<file path="src/rtl/shared_memory_arbiter.sv">
// shared_memory_arbiter
//   Arbitrates NREQ requesters onto one shared BRAM port. Grants are
//   round-robin. A requester can also take a locked burst tenure, which
//   holds the port for up to MAX_BURST handshakes. Read data comes back on
//   a shared bus, tagged by a one-hot rd_valid strobe for the requester.
//
// Parameters
//   NREQ        number of requesters (2..8)
//   RD_LATENCY  BRAM cycles from mem_en (read) to valid mem_dout
//   MAX_BURST   maximum handshakes per locked tenure (1..255)
//
// Ports
//   clk, reset_n            clock, async active-low reset
//   req_valid/req_lock      per-requester request / lock request
//   req_we/addr/wdata       per-requester byte enables, address, write data
//   req_ready               one-hot grant (combinational)
//   rd_valid, rd_data       read-return strobe (one-hot) and shared data
//   mem_en/we/addr/din      registered BRAM command
//   mem_dout                BRAM read data
//   locked                  high while a locked tenure is active
module shared_memory_arbiter #(
  parameter int NREQ       = 4,
  parameter int RD_LATENCY = 2,
  parameter int MAX_BURST  = 16
) (
  input  logic                 clk,
  input  logic                 reset_n,
  input  logic [NREQ-1:0]      req_valid,
  input  logic [NREQ-1:0]      req_lock,
  input  logic [4*NREQ-1:0]    req_we,
  input  logic [32*NREQ-1:0]   req_addr,
  input  logic [32*NREQ-1:0]   req_wdata,
  output logic [NREQ-1:0]      req_ready,
  output logic [NREQ-1:0]      rd_valid,
  output logic [31:0]          rd_data,
  output logic                 mem_en,
  output logic [3:0]           mem_we,
  output logic [31:0]          mem_addr,
  output logic [31:0]          mem_din,
  input  logic [31:0]          mem_dout,
  output logic                 locked
);

  localparam int IW = (NREQ > 1) ? $clog2(NREQ) : 1;
  localparam logic [7:0] BURST_LIMIT = 8'(MAX_BURST);

  typedef enum logic {
    ST_ARB    = 1'b0,
    ST_LOCKED = 1'b1
  } state_t;

  state_t          r_state;
  state_t          w_state_nxt;
  logic [IW-1:0]   r_last_grant;
  logic [IW-1:0]   w_last_grant_nxt;
  logic [IW-1:0]   r_owner;
  logic [IW-1:0]   w_owner_nxt;
  logic [7:0]      r_burst_cnt;
  logic [7:0]      w_burst_nxt;
  logic [7:0]      w_burst_inc;

  logic            w_rr_found;
  logic [IW-1:0]   w_rr_idx;
  logic            w_grant_vld;
  logic [IW-1:0]   w_grant_idx;
  logic            w_hs;
  logic [NREQ-1:0] w_ready;
  logic [3:0]      w_sel_we;
  logic [31:0]     w_sel_addr;
  logic [31:0]     w_sel_wdata;

  logic            r_mem_en;
  logic [3:0]      r_mem_we;
  logic [31:0]     r_mem_addr;
  logic [31:0]     r_mem_din;

  logic [RD_LATENCY:0] r_tag_vld;
  logic [IW-1:0]       r_tag_idx [RD_LATENCY+1];
  logic [NREQ-1:0]     w_rd_onehot;
  logic [NREQ-1:0]     r_rd_valid;
  logic [31:0]         r_rd_data;

  // Round-robin search: first valid requester after r_last_grant, wrapping.
  always_comb begin
    int v_s;
    w_rr_found = 1'b0;
    w_rr_idx   = '0;
    v_s        = 0;
    for (int k = 1; k <= NREQ; k++) begin
      v_s = int'(r_last_grant) + k;
      if (v_s >= NREQ) v_s = v_s - NREQ;
      if (!w_rr_found && req_valid[v_s[IW-1:0]]) begin
        w_rr_found = 1'b1;
        w_rr_idx   = v_s[IW-1:0];
      end
    end
  end

  // While locked only the owner can win; the port idles if it is not valid.
  always_comb begin
    if (r_state == ST_LOCKED) begin
      w_grant_vld = req_valid[r_owner];
      w_grant_idx = r_owner;
    end else begin
      w_grant_vld = w_rr_found;
      w_grant_idx = w_rr_idx;
    end
  end

  assign w_hs = w_grant_vld & reset_n;

  // Decode the grant into a one-hot ready and mux the winner's command.
  always_comb begin
    w_ready     = '0;
    w_sel_we    = '0;
    w_sel_addr  = '0;
    w_sel_wdata = '0;
    for (int i = 0; i < NREQ; i++) begin
      if (w_grant_idx == IW'(i)) begin
        w_ready[i]  = w_hs;
        w_sel_we    = req_we[i*4 +: 4];
        w_sel_addr  = req_addr[i*32 +: 32];
        w_sel_wdata = req_wdata[i*32 +: 32];
      end
    end
  end

  assign req_ready = w_ready;

  // FSM next state. A lock release and an owner handshake in the same cycle
  // both take effect: the transfer is issued and the FSM returns to ARB.
  assign w_burst_inc = r_burst_cnt + 8'd1;

  always_comb begin
    w_state_nxt      = r_state;
    w_last_grant_nxt = r_last_grant;
    w_owner_nxt      = r_owner;
    w_burst_nxt      = r_burst_cnt;
    case (r_state)
      ST_ARB: begin
        if (w_hs) begin
          w_last_grant_nxt = w_grant_idx;
          // A one-handshake tenure is complete on entry, so never lock.
          if (req_lock[w_grant_idx] && (MAX_BURST > 1)) begin
            w_state_nxt = ST_LOCKED;
            w_owner_nxt = w_grant_idx;
            w_burst_nxt = 8'd1;
          end
        end
      end
      ST_LOCKED: begin
        if (w_hs) w_burst_nxt = w_burst_inc;
        if ((w_hs && (w_burst_inc == BURST_LIMIT)) || !req_lock[r_owner]) begin
          w_state_nxt      = ST_ARB;
          // Owner becomes lowest priority for the next round.
          w_last_grant_nxt = r_owner;
          w_burst_nxt      = 8'd0;
        end
      end
      default: begin
        w_state_nxt = ST_ARB;
      end
    endcase
  end

  always_ff @(posedge clk or negedge reset_n) begin
    if (!reset_n) begin
      r_state      <= ST_ARB;
      r_last_grant <= IW'(NREQ-1);
      r_owner      <= '0;
      r_burst_cnt  <= '0;
    end else begin
      r_state      <= w_state_nxt;
      r_last_grant <= w_last_grant_nxt;
      r_owner      <= w_owner_nxt;
      r_burst_cnt  <= w_burst_nxt;
    end
  end

  assign locked = (r_state == ST_LOCKED);

  // Registered BRAM command; address/data hold when idle.
  always_ff @(posedge clk or negedge reset_n) begin
    if (!reset_n) begin
      r_mem_en   <= 1'b0;
      r_mem_we   <= '0;
      r_mem_addr <= '0;
      r_mem_din  <= '0;
    end else begin
      r_mem_en <= w_hs;
      r_mem_we <= w_hs ? w_sel_we : 4'b0;
      if (w_hs) begin
        r_mem_addr <= w_sel_addr;
        r_mem_din  <= w_sel_wdata;
      end
    end
  end

  assign mem_en   = r_mem_en;
  assign mem_we   = r_mem_we;
  assign mem_addr = r_mem_addr;
  assign mem_din  = r_mem_din;

  // Read tag pipeline: stage k is aligned with the access k cycles after
  // mem_en, so the last stage lines up with valid mem_dout.
  always_ff @(posedge clk or negedge reset_n) begin
    if (!reset_n) begin
      r_tag_vld <= '0;
      for (int k = 0; k <= RD_LATENCY; k++) r_tag_idx[k] <= '0;
    end else begin
      r_tag_vld[0] <= w_hs && (w_sel_we == 4'b0);
      r_tag_idx[0] <= w_grant_idx;
      for (int k = 1; k <= RD_LATENCY; k++) begin
        r_tag_vld[k] <= r_tag_vld[k-1];
        r_tag_idx[k] <= r_tag_idx[k-1];
      end
    end
  end

  always_comb begin
    w_rd_onehot = '0;
    for (int i = 0; i < NREQ; i++) begin
      if (r_tag_idx[RD_LATENCY] == IW'(i)) w_rd_onehot[i] = 1'b1;
    end
  end

  // Read return; rd_data keeps its last value between strobes.
  always_ff @(posedge clk or negedge reset_n) begin
    if (!reset_n) begin
      r_rd_valid <= '0;
      r_rd_data  <= '0;
    end else begin
      if (r_tag_vld[RD_LATENCY]) begin
        r_rd_valid <= w_rd_onehot;
        r_rd_data  <= mem_dout;
      end else begin
        r_rd_valid <= '0;
      end
    end
  end

  assign rd_valid = r_rd_valid;
  assign rd_data  = r_rd_data;

endmodule

</file>
<file path="config.mk">
export PLATFORM = sky130hd
export DESIGN_NAME = shared_memory_arbiter
export DESIGN_NICKNAME = d
export VERILOG_FILES = /design/src/rtl/shared_memory_arbiter.sv
export SDC_FILE = /design/constraint.sdc
export NUM_CORES = 1
export LEC_CHECK = 0
export CAP_MARGIN = 10
export CORE_AREA = 2 2 163 165
export CTS_CLUSTER_DIAMETER = 150
export DETAILED_ROUTE_END_ITERATION = 8
export DIE_AREA = 0 0 165 167
export PLACE_DENSITY_LB_ADDON = 0.05
export SKIP_CTS_REPAIR_TIMING = 1
export SYNTH_ARGS = -nofsm -noshare
export SYNTH_HDL_FRONTEND = slang
export SYNTH_SLANG_ARGS = --single-unit
</file>
<file path="constraint.sdc">
create_clock -name clk -period 4.3 [get_ports clk]
set_input_delay 0.645 -clock clk [delete_from_list [all_inputs] [get_ports clk]]
set_output_delay 0.645 -clock clk [all_outputs]
set_load 0.05 [all_outputs]
</file>
* Word-level counts from Yosys, hierarchy flattened *
Index checks and enable logic that the tools add are counted.

word-level totals
  bits in registers = 127
  latch bits = 0
  bits in writable memories = 0
  memory bits (read-only) = 0
  input port bits = 314
  output and inout port bits = 110
  word-level logic and storage cells = 124
  memories kept = 0

cells by class
  add/subtract/negate cells = 9
  multiply operators = 0
  div/mod/pow operators = 0
  magnitude comparators = 10
  equality and inequality tests = 11
  shift-type cells = 0
  mux-type cells = 62
  bitwise logic cells = 2
  reduce and logical (&&, ||, !) cells = 16

operators with widths
  operator             count
  $mux 32              8
  $mux 8               4
  $mux 4               6
  $mux 1               23
  $mux 2               11
  $lt 2x3->1 const B   6
  $pmux 8 s2           1
  $bmux 1 s2           7
  $ge 3x3->1 const B   3
  $add 8x1->8 const B  1
  $eq 2x2->1 const B   4
  $eq 8x5->1 const B   1
  $sub 2x1->2 const B  4
  $add 2x2->3 const B  2
  $reduce_and 3->1     2
  $logic_and 1x1->1    5
  $add 2x3->4 const B  1
  $eq 2x1->1 const B   2
  $ge 4x3->1 const B   1
  $logic_not 1->1      4
  $logic_not 2->1      2
  $logic_not 4->1      1
  $ne 2x2->1 const B   2
  $pmux 2 s2           1
  other kinds (8)      8

* Depth between registers and ports, before layout *
Gate-level depths: netlist of run 1.

  depth after elaboration = 23
  gate-level depth with buffers = 11
  mapped depth without buffers = 8

* Worst setup path after synthesis of run 1 *
Ideal clock, no wire load.

  path kind = input to output
  start = input req_valid[1]
  end = output req_ready[1]
  arrival = 3132 ps
  required time = 3655 ps
  path slack = 523 ps
  cell stages on the path = 8
  buffers on the path = 4
  path through = or3b_1 a2111oi_2 a311oi_1 buf_6 buf_6 buf_6 buf_2 nor3_1

between the ends
  cells in the longest elaborated chain, start to end = 15
  elaborated cells on any way between the ends = 29
  those cells by class = eq/ne: 1; mux: 21; bitwise: 1; reduce/logical: 6

ends and longest elaborated chain
  item                          line  text
  start, declared               28    input logic [NREQ-1:0] req_valid,
  $bmux 1 s2                    92    if (!w_rr_found && req_valid[v_s[IW-1:0]]) begin
  $mux 1 (implied by the code)  92
  $mux 1                        92
  $logic_not 1->1               92
  $logic_and 1x1->1             92
  $mux 1                        92
  $logic_not 1->1               92
  $logic_and 1x1->1             92
  $mux 1                        92
  $logic_not 1->1               92
  $logic_and 1x1->1             92
  $mux 2 (*)                    92
  $mux 2 (*)                    101   if (r_state == ST_LOCKED) begin
  named net w_grant_idx[1]      65    logic [IW-1:0] w_grant_idx;
  $eq 2x1->1 (*)                119   if (w_grant_idx == IW'(i)) begin
  $mux 1 (*)                    119
  end, declared                 33    output logic [NREQ-1:0] req_ready,

The timed path passes the listed nets; every way through them passes the cells marked *. The select of a mux whose other input is x is not followed.

* Worst setup path after layout of run 1 *
  start = input req_valid[0]
  end = output req_ready[3]

between the ends
  cells in the longest elaborated chain, start to end = 15
  elaborated cells on any way between the ends = 29
  those cells by class = eq/ne: 1; mux: 21; bitwise: 1; reduce/logical: 6

ends and longest elaborated chain
  item                                       line
  $bmux 1 s2                                 92
  $mux 1 (implied by the code)               92
  $mux 1                                     92
  $logic_not 1->1                            92
  $logic_and 1x1->1                          92
  $mux 1                                     92
  $logic_not 1->1                            92
  $logic_and 1x1->1                          92
  $mux 1                                     92
  $logic_not 1->1                            92
  $logic_and 1x1->1                          92
  $mux 2 or $mux 1 (tied branches)           92
  $mux 2 or $mux 1 (tied branches)           101
  $eq 2x2->1 or $and 1x1->1 (tied branches)  119, 110
  $mux 1 (*)                                 119

Mark *: on every way between the ends. The rest lies on a longest branch, timed or not. The select of a mux whose other input is x is not followed.

==> metrics.yaml, run 1 <==
power_and_ir_drop:
  power_density_nw_per_um2: 790
  p_leak_nw: 4.86
  power.total_mw: 9.53
  peakVddDrop_mv: 0.360
floorplanning:
  fp.coreArea_um2: 25800
  io_pins: 424
  initial_core_util: 0.263
  die_w_um: 165
  fp.dieArea_um2: 27600
  fp.dieH_um: 167
  row_count: 59
synthesis:
  syn_area_um2: 6770
  synthArstFlopShare: 1.00
  postSynthCellCount: 605
  synth_fp_nets: 920
  synth-edff-count: 0
  synth-seq-cells: 127
  synth_top_flop_cell: "dfrtp_1"
  yosysWarnings: 0
  avgSynthCellArea_um2: 11.2
  synth_cell_types: 50
  synth-seq-area-share: 0.470
critical_path:
  crit_start: "req_valid[0]"
  cp.required_ns: 3.65
  path_class: "input port to primary output"
  timing.rr.start: "r_last_grant[0]$_DFFE_PN1P_"
  startpoint_type: "input port"
  cp-end-kind: "primary output"
  cp_data_arrival_time_ns: 3.14
  worstPathMaxFanout: 8
drt:
  antenna_left: 0
  vias: 6535
  drt-total-wl_um: 28600
  viasPerCell: 4.78
  drt_iter0_markers: 289
  drc: 0
  firstDrtPassIters: 4
  drt-wirelength-per-cell_um: 20.9
placement:
  portBuffers: 423
  globalplace.congestion: 0.822
  place_hpwl_um: 21600
timing:
  rsz0062_at_grt: "false"
  max_slew_margin: 0.387
  tns_ns: 0
  period_minus_slack_ns: 3.79
  hold_violations: 0
  fin_crit_sh: 0.881
  setup_violations: 0
  fmax_mhz: 264
  tightest_slew_ns: 0.920
  maxSlewViolCount: 0
  finClkSkew_ns: 0.00843
grt:
  grt_pass1_vias: 6817
  grt_usage: 0.205
  grt_max_degree: 73
  grt_pass1_wl_um: 41900
  grt_overflow_total: 0
  antenna_found_initial: 4
final_layout:
  final_common_cell: "clkdlybuf4s50_1"
  layout_common_cells: "418 x clkdlybuf4s50_1, 125 x dfrtp_1, 97 x mux2_2"
  syn_to_final_growth_pct: 78.1
  drive_gt1_frac: 0.158
  nNetsFinal: 1330
clock_network:
  cts_tree: "yes"
  cts.sinks: 127
  h-tree-depth: 4
  clk_latency_ns: 0.42
  clockBufferDepth: 2
  cts_buffers: 17
  clockRootBuffer: "clkbuf_16"
  path_clk_slew_ns: 0.06
hold_path:
  hold_class: "input port to async pin"
status:
  outcome: "completed"
flow_run:
  cap_violations: 0
## cell families after synthesis
family | Yosys count | share of synthesized area
compound gates | 183 | 0.158
mux | 173 | 0.280
flops | 127 | 0.470
simple gates | 70 | 0.0540
buf+inv | 51 | 0.0359
fa+ha+maj | 1 | 0.00185
## critical path: stages
cell and delay (ns):
clkdlybuf4s50_1 0.62, nor4b_1 0.29, a31oi_1 0.12, a311oi_4 0.67
inv_1 0.24, nor3_1 0.37, buf_12 0.19
## power breakdown
group | leakage, nW | internal, mW | switching (mW) | total (mW)
clock | 0.318 | 1.04 | 0.594 | 1.64
combinational | 3.03 | 2.33 | 3.51 | 5.84
sequential | 1.51 | 1.73 | 0.321 | 2.05
## registers in the layout, summed over array words and instances, names as in the netlist
register	count
r_tag_idx	6
mem_we	4
mem_addr	32
locked	1
rd_data	32
r_last_grant	2
rd_valid	4
r_tag_vld	3
r_burst_cnt	8
r_owner	2
mem_din	32
mem_en	1
## path summary, 6_finish.rpt
| kind | end | slack, ns | depth (start not counted) |
|---|---|---|---|
| setup / recovery | req_ready[3] | 0.51 | 7 |
| hold / removal | rd_data[12]$_DFFE_PN0P_ | 0.04 | 1 |
| setup reg to reg | mem_addr[2]$_DFFE_PN0P_ | 1.30 | 8 |
| hold reg to reg | r_tag_idx[3]$_DFF_PN0_ | 0.34 | 0 |
| max in group asynchronous | mem_we[1]$_DFF_PN0_ | 2.46 | 3 |
| min in group clk | r_tag_idx[3]$_DFF_PN0_ | 0.34 | 0 |
## cells in the mapped netlist, drive strengths merged (2+ instances only)
library cell | instances | area share
nand3 | 7 | 0.0052
or2 | 2 | 0.0018
nand2b | 3 | 0.0028
mux4 | 2 | 0.0067
nand2 | 20 | 0.011
a21oi | 74 | 0.055
clkbuf | 23 | 0.013
o21ai | 26 | 0.019
and2 | 5 | 0.0046
a31oi | 2 | 0.0018
dfrtp | 125 | 0.46
mux2 | 98 | 0.16
inv | 7 | 0.0039
buf | 21 | 0.019
a22oi | 4 | 0.0044
nand3b | 2 | 0.0022
o22ai | 65 | 0.060
nor3 | 4 | 0.0030
nor2b | 2 | 0.0018
and3 | 5 | 0.0046
o311ai | 2 | 0.0037
mux2i | 73 | 0.11
dfstp | 2 | 0.0078
nor2 | 13 | 0.0072
## layer usage
metal  up-vias  part of all wire  track usage
met2       251              0.54        0.376
li1       3111                 -            -
met1      3151              0.37        0.218
met5         -                 0            0
met4         0             0.015       0.0601
met3        22             0.078       0.0702
## per-stage QoR
step	worst slack [ns]	area [µm²]	utilization	hold WS, ns	std cells
floorplan	0.523	6770	-	0.331	605
global placement	0.556	11400	0.442	0.336	1331
detailed placement	0.476	11400	0.442	0.335	1331
CTS	0.503	12000	0.467	0.0202	1363
global route	0.308	12100	0.468	0.0188	1367
finish	0.512	12100	0.468	0.0379	1367
## layout make-up
class,count,area (µm²)
Clock buffer,18,429
Antenna cell,4,10.0
Sequential cell,127,3180
Tap cell,335,419
Clock inverter,14,226
Timing Repair Buffer,435,4390
Multi-Input combinational cell,427,3370
Inverter,7,26.3
Fill cell,2457,13700
Power figures use the tool's default switching activity.
==> run 2, diff against run 1 <==
SLEW_MARGIN = 5   (was not set)
==> results of run 2 <==
The final DEF is identical to that of run 1; final timing and power are the same.
